### src/rtl/bist_pkg.sv
`default_nettype none
// ============================================================================
// Module      : bist_pkg
// Description : Shared types and default widths for the BIST March engine.
// Revision    : 1.0 - initial release
// ============================================================================
package bist_pkg;

    localparam int AD_W_DEF  = 4;
    localparam int OPS_W_DEF = 3;

    typedef enum logic [1:0] {
        ST_IDLE = 2'd0,
        ST_RUN  = 2'd1,
        ST_DONE = 2'd2
    } state_t;

endpackage : bist_pkg
`default_nettype wire

### src/rtl/bist_bin2gray.sv
`default_nettype none
// ============================================================================
// Module      : bist_bin2gray
// Description : Combinational binary-to-Gray code mapping.
// Revision    : 1.0 - initial release
// ============================================================================
module bist_bin2gray #(
    parameter int AD_W = 4
) (
    input  logic [AD_W-1:0] bin_i,
    output logic [AD_W-1:0] gray_o
);

    assign gray_o = bin_i ^ (bin_i >> 1);

endmodule : bist_bin2gray
`default_nettype wire

### src/rtl/march_addr_sequencer.sv
`default_nettype none
// ============================================================================
// Module      : march_addr_sequencer
// Description : Walks an address window up/down, issuing each address for a
//               programmable number of March ops over a valid/ready handshake.
// Revision    : 1.0 - initial release
// ============================================================================
module march_addr_sequencer
    import bist_pkg::*;
#(
    parameter int AD_W  = AD_W_DEF,
    parameter int OPS_W = OPS_W_DEF
) (
    input  logic             clk,
    input  logic             reset,
    input  logic             start,
    input  logic             abort,
    input  logic             dir,
    input  logic             gray,
    input  logic [AD_W-1:0]  lo_addr,
    input  logic [AD_W-1:0]  hi_addr,
    input  logic [OPS_W-1:0] ops,
    input  logic             rdy,
    output logic [AD_W-1:0]  addr,
    output logic [OPS_W-1:0] op_idx,
    output logic             addr_vld,
    output logic             first,
    output logic             last,
    output logic             busy,
    output logic             done,
    output logic             err
);

    state_t             state_q, state_d;
    logic [AD_W-1:0]    cnt_q, cnt_d;
    logic [AD_W-1:0]    addr_q, addr_d;
    logic [OPS_W-1:0]   op_q, op_d;
    logic [OPS_W-1:0]   opsm1_q, opsm1_d;
    logic [AD_W-1:0]    lo_q, lo_d;
    logic [AD_W-1:0]    hi_q, hi_d;
    logic               dir_q, dir_d;
    logic               gray_q, gray_d;
    logic               err_q, err_d;

    logic [AD_W-1:0]    gray_cnt_d;
    logic [AD_W-1:0]    end_bound;
    logic [AD_W-1:0]    start_bound;

    bist_bin2gray #(
        .AD_W   (AD_W)
    ) u_bin2gray (
        .bin_i  (cnt_d),
        .gray_o (gray_cnt_d)
    );

    assign end_bound   = dir_q ? hi_q : lo_q;
    assign start_bound = dir_q ? lo_q : hi_q;

    always_comb begin
        state_d = state_q;
        cnt_d   = cnt_q;
        op_d    = op_q;
        opsm1_d = opsm1_q;
        lo_d    = lo_q;
        hi_d    = hi_q;
        dir_d   = dir_q;
        gray_d  = gray_q;
        err_d   = err_q;
        case (state_q)
            ST_IDLE: begin
                if (start) begin
                    lo_d    = lo_addr;
                    hi_d    = hi_addr;
                    dir_d   = dir;
                    gray_d  = gray;
                    // ops==0 behaves as a single op per address
                    opsm1_d = (ops == '0) ? '0 : ops - OPS_W'(1);
                    if (lo_addr > hi_addr) begin
                        err_d   = 1'b1;
                        state_d = ST_DONE;
                    end else begin
                        err_d   = 1'b0;
                        cnt_d   = dir ? lo_addr : hi_addr;
                        op_d    = '0;
                        state_d = ST_RUN;
                    end
                end
            end
            ST_RUN: begin
                if (abort) begin
                    state_d = ST_IDLE;
                end else if (rdy) begin
                    if (op_q < opsm1_q) begin
                        op_d = op_q + OPS_W'(1);
                    end else begin
                        op_d = '0;
                        // Counter parks on the end bound rather than stepping past it
                        if (cnt_q == end_bound) begin
                            state_d = ST_DONE;
                        end else begin
                            cnt_d = dir_q ? cnt_q + AD_W'(1) : cnt_q - AD_W'(1);
                        end
                    end
                end
            end
            ST_DONE: begin
                state_d = ST_IDLE;
            end
            default: begin
                state_d = ST_IDLE;
            end
        endcase
        addr_d = gray_d ? gray_cnt_d : cnt_d;
    end

    always_ff @(posedge clk) begin
        if (reset) begin
            state_q <= ST_IDLE;
            cnt_q   <= '0;
            addr_q  <= '0;
            op_q    <= '0;
            opsm1_q <= '0;
            lo_q    <= '0;
            hi_q    <= '0;
            dir_q   <= 1'b0;
            gray_q  <= 1'b0;
            err_q   <= 1'b0;
        end else begin
            state_q <= state_d;
            cnt_q   <= cnt_d;
            addr_q  <= addr_d;
            op_q    <= op_d;
            opsm1_q <= opsm1_d;
            lo_q    <= lo_d;
            hi_q    <= hi_d;
            dir_q   <= dir_d;
            gray_q  <= gray_d;
            err_q   <= err_d;
        end
    end

    assign addr     = addr_q;
    assign op_idx   = op_q;
    assign addr_vld = (state_q == ST_RUN);
    assign first    = addr_vld && (cnt_q == start_bound);
    assign last     = addr_vld && (cnt_q == end_bound);
    assign busy     = (state_q != ST_IDLE);
    assign done     = (state_q == ST_DONE);
    assign err      = done && err_q;

endmodule : march_addr_sequencer
`default_nettype wire

### config.mk
export PLATFORM = sky130hd
export DESIGN_NAME = march_addr_sequencer
export DESIGN_NICKNAME = d
export VERILOG_FILES = /design/src/rtl/bist_pkg.sv /design/src/rtl/bist_bin2gray.sv /design/src/rtl/march_addr_sequencer.sv
export SDC_FILE = /design/constraint.sdc
export NUM_CORES = 1
export LEC_CHECK = 0
export BUFFER_PORTS_ARGS = -buffer_cell sky130_fd_sc_hd__buf_2
export CORE_ASPECT_RATIO = 1.75
export CORE_MARGIN = 1
export CORE_UTILIZATION = 50
export CTS_CLUSTER_SIZE = 16
export DETAILED_ROUTE_END_ITERATION = 12
export PLACE_DENSITY = 0.75
export SLEW_MARGIN = 0
export SYNTH_ARGS = -nofsm -noshare
export SYNTH_HDL_FRONTEND = slang
export SYNTH_SLANG_ARGS = --single-unit
### constraint.sdc
create_clock -name clk -period 2.09 [get_ports clk]
set_input_delay 0.1045 -clock clk [delete_from_list [all_inputs] [get_ports clk]]
set_output_delay 0.1045 -clock clk [all_outputs]
set_load 0.05 [all_outputs]
After elaboration in Yosys (flattened, before gate mapping)
Cells that the tools add are included.

storage, ports and cells
  register bits = 27
  bits of input ports = 18
  output and inout port bits = 13
  logic and storage cells = 67

cells by class
  $add $sub $neg = 4
  order comparisons = 2
  equal/unequal tests = 11
  muxes and demuxes = 29
  bitwise operators = 1
  reductions and logical operators = 10

operators with widths
  operator             count
  $mux 4               11
  $mux 3               6
  $mux 2               6
  $eq 4x4->1           2
  $ne 2x2->1 const B   4
  $pmux 4 s2           1
  $ne 3x3->1 const B   2
  $pmux 3 s2           1
  $reduce_and 5->1     1
  $add 4x1->4 const B  1
  $gt 4x4->1           1
  $pmux 2 s2           1
  $reduce_and 4->1     1
  $reduce_bool 2->1    2
  $sub 4x1->4 const B  1
  $xor 4x3->4          1
  $add 3x1->3 const B  1
  $logic_and 1x1->1    3
  $logic_not 3->1      1
  $lt 3x3->1           1
  $mux 1               3
  $ne 3x2->1 const B   1
  $sub 3x1->3 const B  1
  $eq 2x1->1 const B   1
  3 further kinds      3

Logic depth before layout (Yosys ltp)
Gate-level depths: netlist of the first run.

  depth after elaboration = 9
  depth in mapped cells = 10

Hierarchy
From an unflattened synthesis of the first run, not the netlist that was laid out.

unflattened totals
  cells, all modules = 222
  area, all modules = 1813.0 µm²

by module, submodules not included
  module                instances  cells an instance  area each (µm²)  seq. area each (µm²)
  march_addr_sequencer  1          218                1779.2           540.5
  bist_bin2gray         1          4                  33.8             0.0

Least setup slack after synthesis of the first run
OpenSTA, ideal clock, no wires.

  path kind = flip-flop to flip-flop
  start point = register op_q[2], in the netlist op_idx[2]
  end point = register cnt_q[3]
  setup time = 0.128 ns
  data arrival time = 2.121 ns
  data required time = 1.962 ns
  path slack = -0.158 ns
  cell stages (with the launch flop) = 9
  path buffers = 0
  cell sequence = dfxtp_1 -> ha_1 -> nand2_1 -> o21ai_1 -> nor2b_1 -> and3_1 -> mux2_1 -> a21oi_1 -> nor2_1

between the ends
  word-level cells in the longest chain between the ends = 5

RTL lines
  element                 line                         text
  from (decl)             march_addr_sequencer.sv:37   logic [OPS_W-1:0] op_q, op_d;
  from (signal assigned)  march_addr_sequencer.sv:132  op_q <= op_d;
  $lt 3x3->1              march_addr_sequencer.sv:93   if (op_q < opsm1_q) begin
  $mux 4                  march_addr_sequencer.sv:93
  $mux 4                  march_addr_sequencer.sv:92   end else if (rdy) begin
  $mux 4                  march_addr_sequencer.sv:90   if (abort) begin
  $pmux 4 s2              march_addr_sequencer.sv:69   case (state_q)
  to (signal assigned)    march_addr_sequencer.sv:130  cnt_q <= cnt_d;
  to (decl)               march_addr_sequencer.sv:35   logic [AD_W-1:0] cnt_q, cnt_d;

Every way passes these cells.
A chain may end at the register's enable or synchronous reset.

Worst setup path after layout of the first run
  start point = register dir_q
  end point = register addr_q[0], in the netlist addr[0]

between the ends
  word-level cells in the longest chain between the ends = 9
  elaborated cells between the ends (all ways) = 10
  classes of those cells = eq/ne: 1; mux: 8; bitwise: 1

RTL lines
  element                 line                         text
  from (decl)             march_addr_sequencer.sv:41   logic dir_q, dir_d;
  from (signal assigned)  march_addr_sequencer.sv:136  dir_q <= dir_d;
  $mux 4                  march_addr_sequencer.sv:56   assign end_bound = dir_q ? hi_q : lo_q;
  $eq 4x4->1              march_addr_sequencer.sv:98   if (cnt_q == end_bound) begin
  $mux 4 *                march_addr_sequencer.sv:98
  $mux 4 *                march_addr_sequencer.sv:93
  $mux 4 *                march_addr_sequencer.sv:92
  $mux 4 *                march_addr_sequencer.sv:90
  $pmux 4 s2 *            march_addr_sequencer.sv:69
  $xor 4x3->4             bist_bin2gray.sv:14          assign gray_o = bin_i ^ (bin_i >> 1);
  $mux 4 *                march_addr_sequencer.sv:113  addr_d = gray_d ? gray_cnt_d : cnt_d;
  to (signal assigned)    march_addr_sequencer.sv:131  addr_q <= addr_d;
  to (decl)               march_addr_sequencer.sv:36   logic [AD_W-1:0] addr_q, addr_d;

Mark *: on every way between the ends. The rest lies on a longest branch, timed or not.

==> impl_metrics.prom, run 1 <==
# TYPE chip_impl_metric gauge
chip_impl_metric{name="total_of_buffers_placed_on_input_and_output_ports",unit=""} 30
chip_impl_metric{name="maxSlewViolCount",unit=""} 0
chip_impl_metric{name="final.hold.worst_slack",unit="ns"} 0.0730
chip_impl_metric{name="ys_types",unit=""} 52
chip_impl_metric{name="syn_area_per_cell",unit="um^2"} 8.17
chip_impl_metric{name="holdBufCountCts",unit=""} 0
chip_impl_metric{name="met3_usage_in_global_routing",unit="%"} 2.47
chip_impl_metric{name="globalRouteOverflowTotal",unit=""} 0
chip_impl_metric{name="leakage",unit="nW"} 0.991
chip_impl_metric{name="place_hpwl",unit="um"} 3200
chip_impl_metric{name="multiplexer_share_of_the_synthesized_area",unit="%"} 8.69
chip_impl_metric{name="cts_buffer_count",unit=""} 3
chip_impl_metric{name="maximum_buffer_depth_of_the_clock_tree",unit=""} 2
chip_impl_metric{name="clk_latency",unit="ns"} 0.28
chip_impl_info{name="hold_path.class",value="input pin to register"} 1
chip_impl_metric{name="pwr_density_cell",unit="nW/um^2"} 706
chip_impl_metric{name="critical_path_peak_fanout",unit=""} 5
chip_impl_info{name="crit_path_end_kind",value="register"} 1
chip_impl_metric{name="core_region_area",unit="um^2"} 3360
chip_impl_metric{name="rows",unit=""} 28
chip_impl_metric{name="fin_ws",unit="ns"} -0.0171
chip_impl_metric{name="floorplan.initialDensity",unit="%"} 52.2
chip_impl_metric{name="first_pass_grt_wire_length",unit="um"} 6960
chip_impl_metric{name="fin_nets",unit=""} 282
chip_impl_metric{name="finalSetupTns",unit="ns"} -0.0171
chip_impl_metric{name="layout-area-overhead-vs-synth",unit="%"} 24.7
chip_impl_info{name="synth-main-ff-cell",value="sky130_fd_sc_hd__dfxtp_1"} 1
chip_impl_info{name="crit_type",value="register to register"} 1
chip_impl_metric{name="synth_compound_area_share",unit="%"} 16.6
chip_impl_metric{name="maxCapViolations",unit=""} 0
chip_impl_metric{name="layout-drive-gt1-share",unit="%"} 32.7
chip_impl_info{name="clock-root-buffer",value="sky130_fd_sc_hd__clkbuf_8"} 1
chip_impl_info{name="synth_top_family_by_area",value="simple AND/OR/NAND/NOR gates"} 1
chip_impl_metric{name="routed_wire_length_per_instance",unit="um"} 15.3
chip_impl_metric{name="die-height",unit="um"} 80.4
chip_impl_metric{name="place_worst_setup_slack",unit="ns"} 0.0166
chip_impl_metric{name="drt_pre_antenna_iters",unit=""} 5
chip_impl_metric{name="simple_gate_area_share_of_the_yosys_netlist",unit="%"} 22.8
chip_impl_metric{name="antenna-diode-count",unit=""} 0
chip_impl_metric{name="groute.layer.met1.usage",unit="%"} 28.0
chip_impl_info{name="failed_checks",value="setup timing"} 1
chip_impl_metric{name="detailedRoute.firstIterationViolations",unit=""} 25
chip_impl_metric{name="vdd.ir_drop.worst",unit="mV"} 0.569
chip_impl_metric{name="synthesis.yosys.warnings",unit=""} 0
chip_impl_metric{name="ant_nets",unit=""} 0
chip_impl_metric{name="drc_errors",unit=""} 0
chip_impl_metric{name="crit_path_arrival_time",unit="ns"} 2.27
chip_impl_metric{name="timing.critical_path.required",unit="ns"} 2.25
chip_impl_metric{name="achievable_clock_frequency",unit="MHz"} 475
chip_impl_metric{name="cts_num_sinks",unit=""} 26
chip_impl_metric{name="io_pins",unit=""} 31
chip_impl_metric{name="postSynth.asyncResetShare",unit="%"} 0
chip_impl_metric{name="syn-cell-area",unit="um^2"} 1760
chip_impl_metric{name="detailroute.via_count",unit=""} 1630
chip_impl_metric{name="routed_wirelength",unit="um"} 4520
chip_impl_info{name="tritoncts",value="built"} 1
chip_impl_metric{name="worst_setup_hold_path_clk_slew",unit="ns"} 0.09
chip_impl_info{name="rsz0062_at_grt",value="true"} 1
chip_impl_metric{name="viasPerCell",unit=""} 5.51
chip_impl_metric{name="place.gp.congestion",unit=""} 0.947
chip_impl_metric{name="design.die.area",unit="um^2"} 3760
chip_impl_info{name="chain_of_cells_forming_the_critical_path",value="buf_4 -> mux2i_2 -> xnor2_2 -> and4bb_4 -> or3_4 -> a31oi_4 -> xor2_1 -> nor2_1"} 1
chip_impl_info{name="highest_count_cells_in_the_layout_ignoring_fill_and_taps",value="28 x sky130_fd_sc_hd__buf_2, 27 x sky130_fd_sc_hd__nand2_1, 20 x sky130_fd_sc_hd__dfxtp_1"} 1
chip_impl_metric{name="slew_headroom",unit="%"} 66.3
chip_impl_metric{name="num-fill-cells",unit=""} 306
chip_impl_info{name="timing.critical_path.from_type",value="register"} 1
chip_impl_metric{name="cp_slowest_stage_delay",unit="ns"} 0.40
chip_impl_metric{name="antenna_violations_before_repair",unit=""} 0
chip_impl_metric{name="synth_xor_area_share",unit="%"} 5.98
chip_impl_metric{name="sequential_element_share_of_the_synthesized_area",unit="%"} 29.6
chip_impl_metric{name="grtUsageTotal",unit="%"} 25.3
chip_impl_metric{name="post_synth_inst_count",unit=""} 215
chip_impl_metric{name="die_w",unit="um"} 46.8
chip_impl_metric{name="hold_violations",unit=""} 0
chip_impl_metric{name="layout_worst_path_cycle_share",unit="%"} 101
chip_impl_metric{name="setup-violations-final",unit=""} 1
chip_impl_info{name="cp_top_family",value="simple AND/OR/NAND/NOR gates"} 1
chip_impl_metric{name="transition_time_at_the_pin_with_the_least_slew_margin",unit="ns"} 0.502
chip_impl_metric{name="worstPathBufferInverterCount",unit=""} 1
chip_impl_metric{name="grt.met2_usage",unit="%"} 44.3
chip_impl_metric{name="synth_edf_count",unit=""} 0
chip_impl_metric{name="synth-seq-cells",unit=""} 26
chip_impl_info{name="timing.critical_path.slowest_stage_cell",value="sky130_fd_sc_hd__or3_4"} 1
chip_impl_metric{name="grt_pass1_vias",unit=""} 1572
chip_impl_info{name="most_common_library_cell_in_the_layout_ignoring_fill_and_taps",value="sky130_fd_sc_hd__buf_2"} 1
chip_impl_metric{name="syn_nets",unit=""} 245
chip_impl_metric{name="grt_start_max_net_pins",unit=""} 27
chip_impl_metric{name="post_synth_adder_cell_area",unit="%"} 8.97
chip_impl_metric{name="cts_max_level",unit=""} 1
chip_impl_info{name="global_route.peak_usage_layer",value="met2"} 1
chip_impl_info{name="outcome",value="finished, violations left"} 1
chip_impl_metric{name="fin_worst_skew",unit="ns"} 0.00393
chip_impl_metric{name="final_worst_path_period_need",unit="ns"} 2.11
-- layer usage --
layer / vias to the layer above / part of all wire (%)
li1: 804 / -
met1: 756 / 41
met2: 53 / 51
met3: 17 / 3.8
met4: 0 / 4.2
met5: - / 0
-- registers in the layout (all words and copies together), names as in the netlist --
signal and flops:
hi_q 4, cnt_q 4, err_q 1, op_idx 3, gray_q 1, dir_q 1
opsm1_q 3, state_q 2, addr 3, lo_q 4
-- final timing paths --
path	startpoint	endpoint	slack, ns	depth (start not counted)
max reg2reg	dir_q	addr[0]	-0.02	8
min reg2reg	opsm1_q[2]	opsm1_q[2]	0.47	2
max	dir_q	addr[0]	-0.02	8
min	lo_addr[0]	lo_q[0]	0.07	3
-- logic make-up (layout without fill, tap and decap cells) --
| family | count (synthesis) | after routing |
|---|---|---|
| DFF | 26 | 26 |
| xor gates and xnor gates | 12 | 12 |
| AOI/OAI and AO/OA | 42 | 42 |
| buffers and inverters | 29 | 65 |
| muxes | 15 | 15 |
| and+or+nand+nor | 79 | 79 |
| adders and majority gates | 12 | 12 |
-- repair_timing --
| action | CTS | global route |
|---|---|---|
| resized for setup | 3 | 24 |
| pin swaps | 0 | 13 |
| buffers inserted | 0 | 1 |
| endpoints found under the setup margin | 2 | 5 |
-- worst reg2reg max path, cell delays in order (launching register included) --
cell                       delay (ns)
sky130_fd_sc_hd__dfxtp_4         0.38
sky130_fd_sc_hd__buf_4           0.13
sky130_fd_sc_hd__mux2i_2         0.28
sky130_fd_sc_hd__xnor2_2         0.18
sky130_fd_sc_hd__and4bb_4        0.25
sky130_fd_sc_hd__or3_4           0.40
sky130_fd_sc_hd__a31oi_4         0.15
sky130_fd_sc_hd__xor2_1          0.16
sky130_fd_sc_hd__nor2_1          0.05
-- Yosys cell counts (all sizes together) (2+ instances only) --
| cell | number | area share [%] |
|---|---|---|
| ha | 11 | 7.8 |
| dfxtp | 26 | 30 |
| a311oi | 2 | 1.0 |
| or2 | 2 | 0.71 |
| xnor2 | 10 | 5.0 |
| mux2i | 13 | 7.4 |
| nor3 | 6 | 1.7 |
| inv | 18 | 3.8 |
| mux2 | 2 | 1.3 |
| a221oi | 2 | 1.7 |
| a21oi | 19 | 5.4 |
| nand2 | 27 | 5.8 |
| nand3 | 4 | 1.1 |
| clkbuf | 6 | 1.3 |
| o21ai | 4 | 1.1 |
| a31oi | 4 | 1.4 |
| nor2 | 19 | 4.1 |
| buf | 5 | 2.2 |
| nand2b | 3 | 1.1 |
| xor2 | 2 | 1.0 |
| and3 | 2 | 0.71 |
| nor3b | 2 | 1.1 |
| nor2b | 3 | 1.1 |
| or3 | 2 | 0.71 |
-- per-stage QoR --
step | std cells | cell area [um^2] | util [%] | total power [mW]
after floorplan | 215 | 1770 | - | 0.981
after global placement | 291 | 2000 | 59.6 | 1.12
after detailed placement | 291 | 2000 | 59.6 | 1.13
after CTS | 295 | 2070 | 61.4 | 1.47
after global routing | 296 | 2190 | 65.1 | 1.63
final | 296 | 2190 | 65.1 | 1.55
-- report_power, final --
group	total (mW)	switching [mW]	internal, mW
clock network	0.338	0.170	0.169
registers	0.581	0.0425	0.538
logic	0.627	0.357	0.270
-- area by class of cell --
type / count / area [um^2] / share of cell area, %
multi-input combinational: 160 / 1220 / 55.7
sequential: 26 / 531 / 24.2
timing repair buffer: 43 / 260 / 11.9
inverter: 18 / 67.6 / 3.08
tap: 45 / 56.3 / 2.57
clock buffer: 4 / 55.1 / 2.51
Power figures use the tool's default switching activity.
==> inputs of run 2 (changes only) <==
--- a/config.mk
+++ b/config.mk
@@ -12,6 +12,7 @@
 export CTS_CLUSTER_SIZE = 16
 export DETAILED_ROUTE_END_ITERATION = 12
 export PLACE_DENSITY = 0.75
+export RECOVER_POWER = 50
 export SLEW_MARGIN = 0
 export SYNTH_ARGS = -nofsm -noshare
 export SYNTH_HDL_FRONTEND = slang
==> run 2 against run 1 <==
Effect of this change: the run still ends with setup timing left; combinational power is 1% lower; clock power about the same; fmax about the same; wire length is 0.38% higher; largest power group unchanged; power decreased by 0.46%; sequential cell count did not move; die area unchanged.
==> impl_metrics.prom, run 2 (same netlist as run 1, synthesis figures left out) <==
# TYPE chip_impl_metric gauge
chip_impl_info{name="outcome",value="finished, violations left"} 1
chip_impl_info{name="failed_checks",value="setup timing"} 1
chip_impl_metric{name="leakage",unit="nW"} 0.954
chip_impl_metric{name="total_of_buffers_placed_on_input_and_output_ports",unit=""} 30
chip_impl_metric{name="setup-violations-final",unit=""} 1
chip_impl_info{name="worstReg2RegEnd",value="addr[0]"} 1
chip_impl_info{name="most_common_library_cell_in_the_layout_ignoring_fill_and_taps",value="sky130_fd_sc_hd__nand2_1"} 1
chip_impl_metric{name="cts_num_sinks",unit=""} 26
chip_impl_metric{name="timing.critical_path.required",unit="ns"} 2.25
chip_impl_metric{name="worst-r2r-cell-count",unit=""} 8
chip_impl_metric{name="transition_time_at_the_pin_with_the_least_slew_margin",unit="ns"} 0.596
chip_impl_metric{name="antenna-diode-count",unit=""} 0
chip_impl_metric{name="fin_util",unit="%"} 64.7
chip_impl_info{name="holdPathEnd",value="lo_q[0]"} 1
chip_impl_info{name="biggestRegsByFlops",value="cnt_q x4, hi_q x4, lo_q x4"} 1
chip_impl_info{name="crit_path_end_kind",value="register"} 1
chip_impl_metric{name="maxCapViolations",unit=""} 0
chip_impl_metric{name="maxSlewViolCount",unit=""} 0
chip_impl_metric{name="globalRouteOverflowTotal",unit=""} 0
chip_impl_metric{name="antenna_violations_before_repair",unit=""} 0
chip_impl_metric{name="routed_wire_length_per_instance",unit="um"} 15.3
chip_impl_info{name="tritoncts",value="built"} 1
chip_impl_metric{name="drc_errors",unit=""} 0
chip_impl_info{name="timing.critical_path.slowest_stage_cell",value="sky130_fd_sc_hd__or3_4"} 1
chip_impl_metric{name="place_hpwl",unit="um"} 3200
chip_impl_info{name="crit_type",value="register to register"} 1
chip_impl_metric{name="cp_slowest_stage_delay",unit="ns"} 0.40
chip_impl_metric{name="io_pins",unit=""} 31
chip_impl_info{name="hp-start",value="lo_addr[0]"} 1
chip_impl_metric{name="layout_worst_path_cycle_share",unit="%"} 101
chip_impl_metric{name="routed_wirelength",unit="um"} 4540
chip_impl_metric{name="clk_latency",unit="ns"} 0.28
chip_impl_metric{name="rows",unit=""} 28
chip_impl_info{name="clock-root-buffer",value="sky130_fd_sc_hd__clkbuf_8"} 1
chip_impl_metric{name="cts_max_level",unit=""} 1
chip_impl_metric{name="final_worst_path_period_need",unit="ns"} 2.11
chip_impl_metric{name="viasPerCell",unit=""} 5.52
chip_impl_metric{name="grt_pass1_vias",unit=""} 1572
chip_impl_metric{name="layout-area-overhead-vs-synth",unit="%"} 23.8
chip_impl_metric{name="first_pass_grt_wire_length",unit="um"} 6960
chip_impl_metric{name="critical_path_peak_fanout",unit=""} 5
chip_impl_metric{name="detailroute.via_count",unit=""} 1634
chip_impl_metric{name="holdBufCountCts",unit=""} 0
chip_impl_info{name="worst_r2r_startpoint",value="dir_q"} 1
chip_impl_metric{name="pwr_density_cell",unit="nW/um^2"} 708
chip_impl_metric{name="grt_start_max_net_pins",unit=""} 27
chip_impl_metric{name="grtUsageTotal",unit="%"} 25.3
chip_impl_metric{name="ant_nets",unit=""} 0
chip_impl_metric{name="cts_buffer_count",unit=""} 3
chip_impl_metric{name="layout-drive-gt1-share",unit="%"} 28.7
chip_impl_metric{name="r2r_setup_slk",unit="ns"} -0.02
chip_impl_metric{name="hold_path_depth",unit=""} 3
chip_impl_info{name="highest_count_cells_in_the_layout_ignoring_fill_and_taps",value="27 x sky130_fd_sc_hd__nand2_1, 20 x sky130_fd_sc_hd__dfxtp_1, 20 x sky130_fd_sc_hd__buf_2"} 1
chip_impl_metric{name="core_region_area",unit="um^2"} 3360
chip_impl_metric{name="drt_pre_antenna_iters",unit=""} 4
chip_impl_metric{name="worstPathBufferInverterCount",unit=""} 1
chip_impl_metric{name="design.die.area",unit="um^2"} 3760
chip_impl_metric{name="fin_nets",unit=""} 282
chip_impl_metric{name="achievable_clock_frequency",unit="MHz"} 475
chip_impl_metric{name="finalSetupTns",unit="ns"} -0.0172
chip_impl_metric{name="slew_headroom",unit="%"} 60.4
chip_impl_info{name="hold_path.class",value="input pin to register"} 1
chip_impl_metric{name="die_w",unit="um"} 46.8
chip_impl_metric{name="crit_path_arrival_time",unit="ns"} 2.27
chip_impl_info{name="cp_top_family",value="simple AND/OR/NAND/NOR gates"} 1
chip_impl_metric{name="vdd.ir_drop.worst",unit="mV"} 0.549
chip_impl_metric{name="power.total",unit="mW"} 1.54
chip_impl_metric{name="worst_setup_hold_path_clk_slew",unit="ns"} 0.09
chip_impl_metric{name="place.gp.congestion",unit=""} 0.947
chip_impl_info{name="rsz0062_at_grt",value="true"} 1
chip_impl_info{name="timing.critical_path.from_type",value="register"} 1
chip_impl_metric{name="fin_ws",unit="ns"} -0.0172
chip_impl_metric{name="detailedRoute.firstIterationViolations",unit=""} 24
chip_impl_metric{name="maximum_buffer_depth_of_the_clock_tree",unit=""} 2
chip_impl_metric{name="fin_worst_skew",unit="ns"} 0.00387
chip_impl_metric{name="floorplan.initialDensity",unit="%"} 52.2
chip_impl_info{name="chain_of_cells_forming_the_critical_path",value="buf_4 -> mux2i_2 -> xnor2_2 -> and4bb_4 -> or3_4 -> a31oi_4 -> xor2_1 -> nor2_1"} 1
chip_impl_metric{name="hold_violations",unit=""} 0
chip_impl_metric{name="die-height",unit="um"} 80.4
run 2: cell count changes in the layout (fill, tap and decap cells not counted), sizes merged:
cell / previous run / this run
buf: 43 / 34
clkbuf: 4 / 13
run 2: worst max-delay path by stage:
stage               startpoint        to  slack [ns]  cells past startpoint
floorplan                dir_q     first       0.008                      5
global placement         dir_q   addr[0]        0.07                      8
detailed placement       dir_q   addr[0]        0.02                      8
CTS                 opsm1_q[2]  cnt_q[3]        0.03                      9
global route             dir_q     first       -0.15                      7
finish                   dir_q   addr[0]       -0.02                      8
run 2: what timing repair did:
| item | in CTS | in global routing |
|---|---|---|
| setup endpoints to repair | 2 | 5 |
| cloned | 0 | 0 |
| gates resized for setup | 3 | 24 |
| pin swaps | 0 | 13 |
| buffers inserted | 0 | 1 |
run 2: layer usage:
layer  vias up  wire length, um  GRT usage (%)
met5         -                0              0
met4         0              190           14.0
met3        17              151           2.47
met2        51             2340           44.3
met1       763             1860           28.0
li1        803                -              -
run 2: metrics by stage:
| stage | area, um^2 | std cells | hold slack, ns | setup WS (ns) |
|---|---|---|---|---|
| 4_1_cts | 2070 | 295 | 0.0770 | 0.0274 |
| 3_3_place_gp | 2000 | 291 | 0.368 | 0.0662 |
| 6_report | 2170 | 296 | 0.0731 | -0.0172 |
| 3_5_place_dp | 2000 | 291 | 0.371 | 0.0166 |
| 2_1_floorplan | 1770 | 215 | 0.240 | 0.00753 |
| 5_1_grt | 2170 | 296 | 0.0841 | -0.145 |
run 2: worst reg2reg max path: stages (launching register included):
cell	delay, ns
sky130_fd_sc_hd__dfxtp_4	0.38
sky130_fd_sc_hd__buf_4	0.13
sky130_fd_sc_hd__mux2i_2	0.28
sky130_fd_sc_hd__xnor2_2	0.18
sky130_fd_sc_hd__and4bb_4	0.25
sky130_fd_sc_hd__or3_4	0.40
sky130_fd_sc_hd__a31oi_4	0.15
sky130_fd_sc_hd__xor2_1	0.16
sky130_fd_sc_hd__nor2_1	0.05
run 2: final cells by class:
class,instances,area (um^2)
Timing Repair Buffer,43,246
Inverter,18,67.6
Tap cell,45,56.3
Sequential cell,26,531
Multi-Input combinational cell,160,1220
Fill cell,311,1190
Clock buffer,4,55.1
run 2: power breakdown:
part           internal [mW]  switching (mW)
logic                  0.262           0.357
registers              0.538          0.0425
clock network          0.169           0.170
total                  0.969           0.569
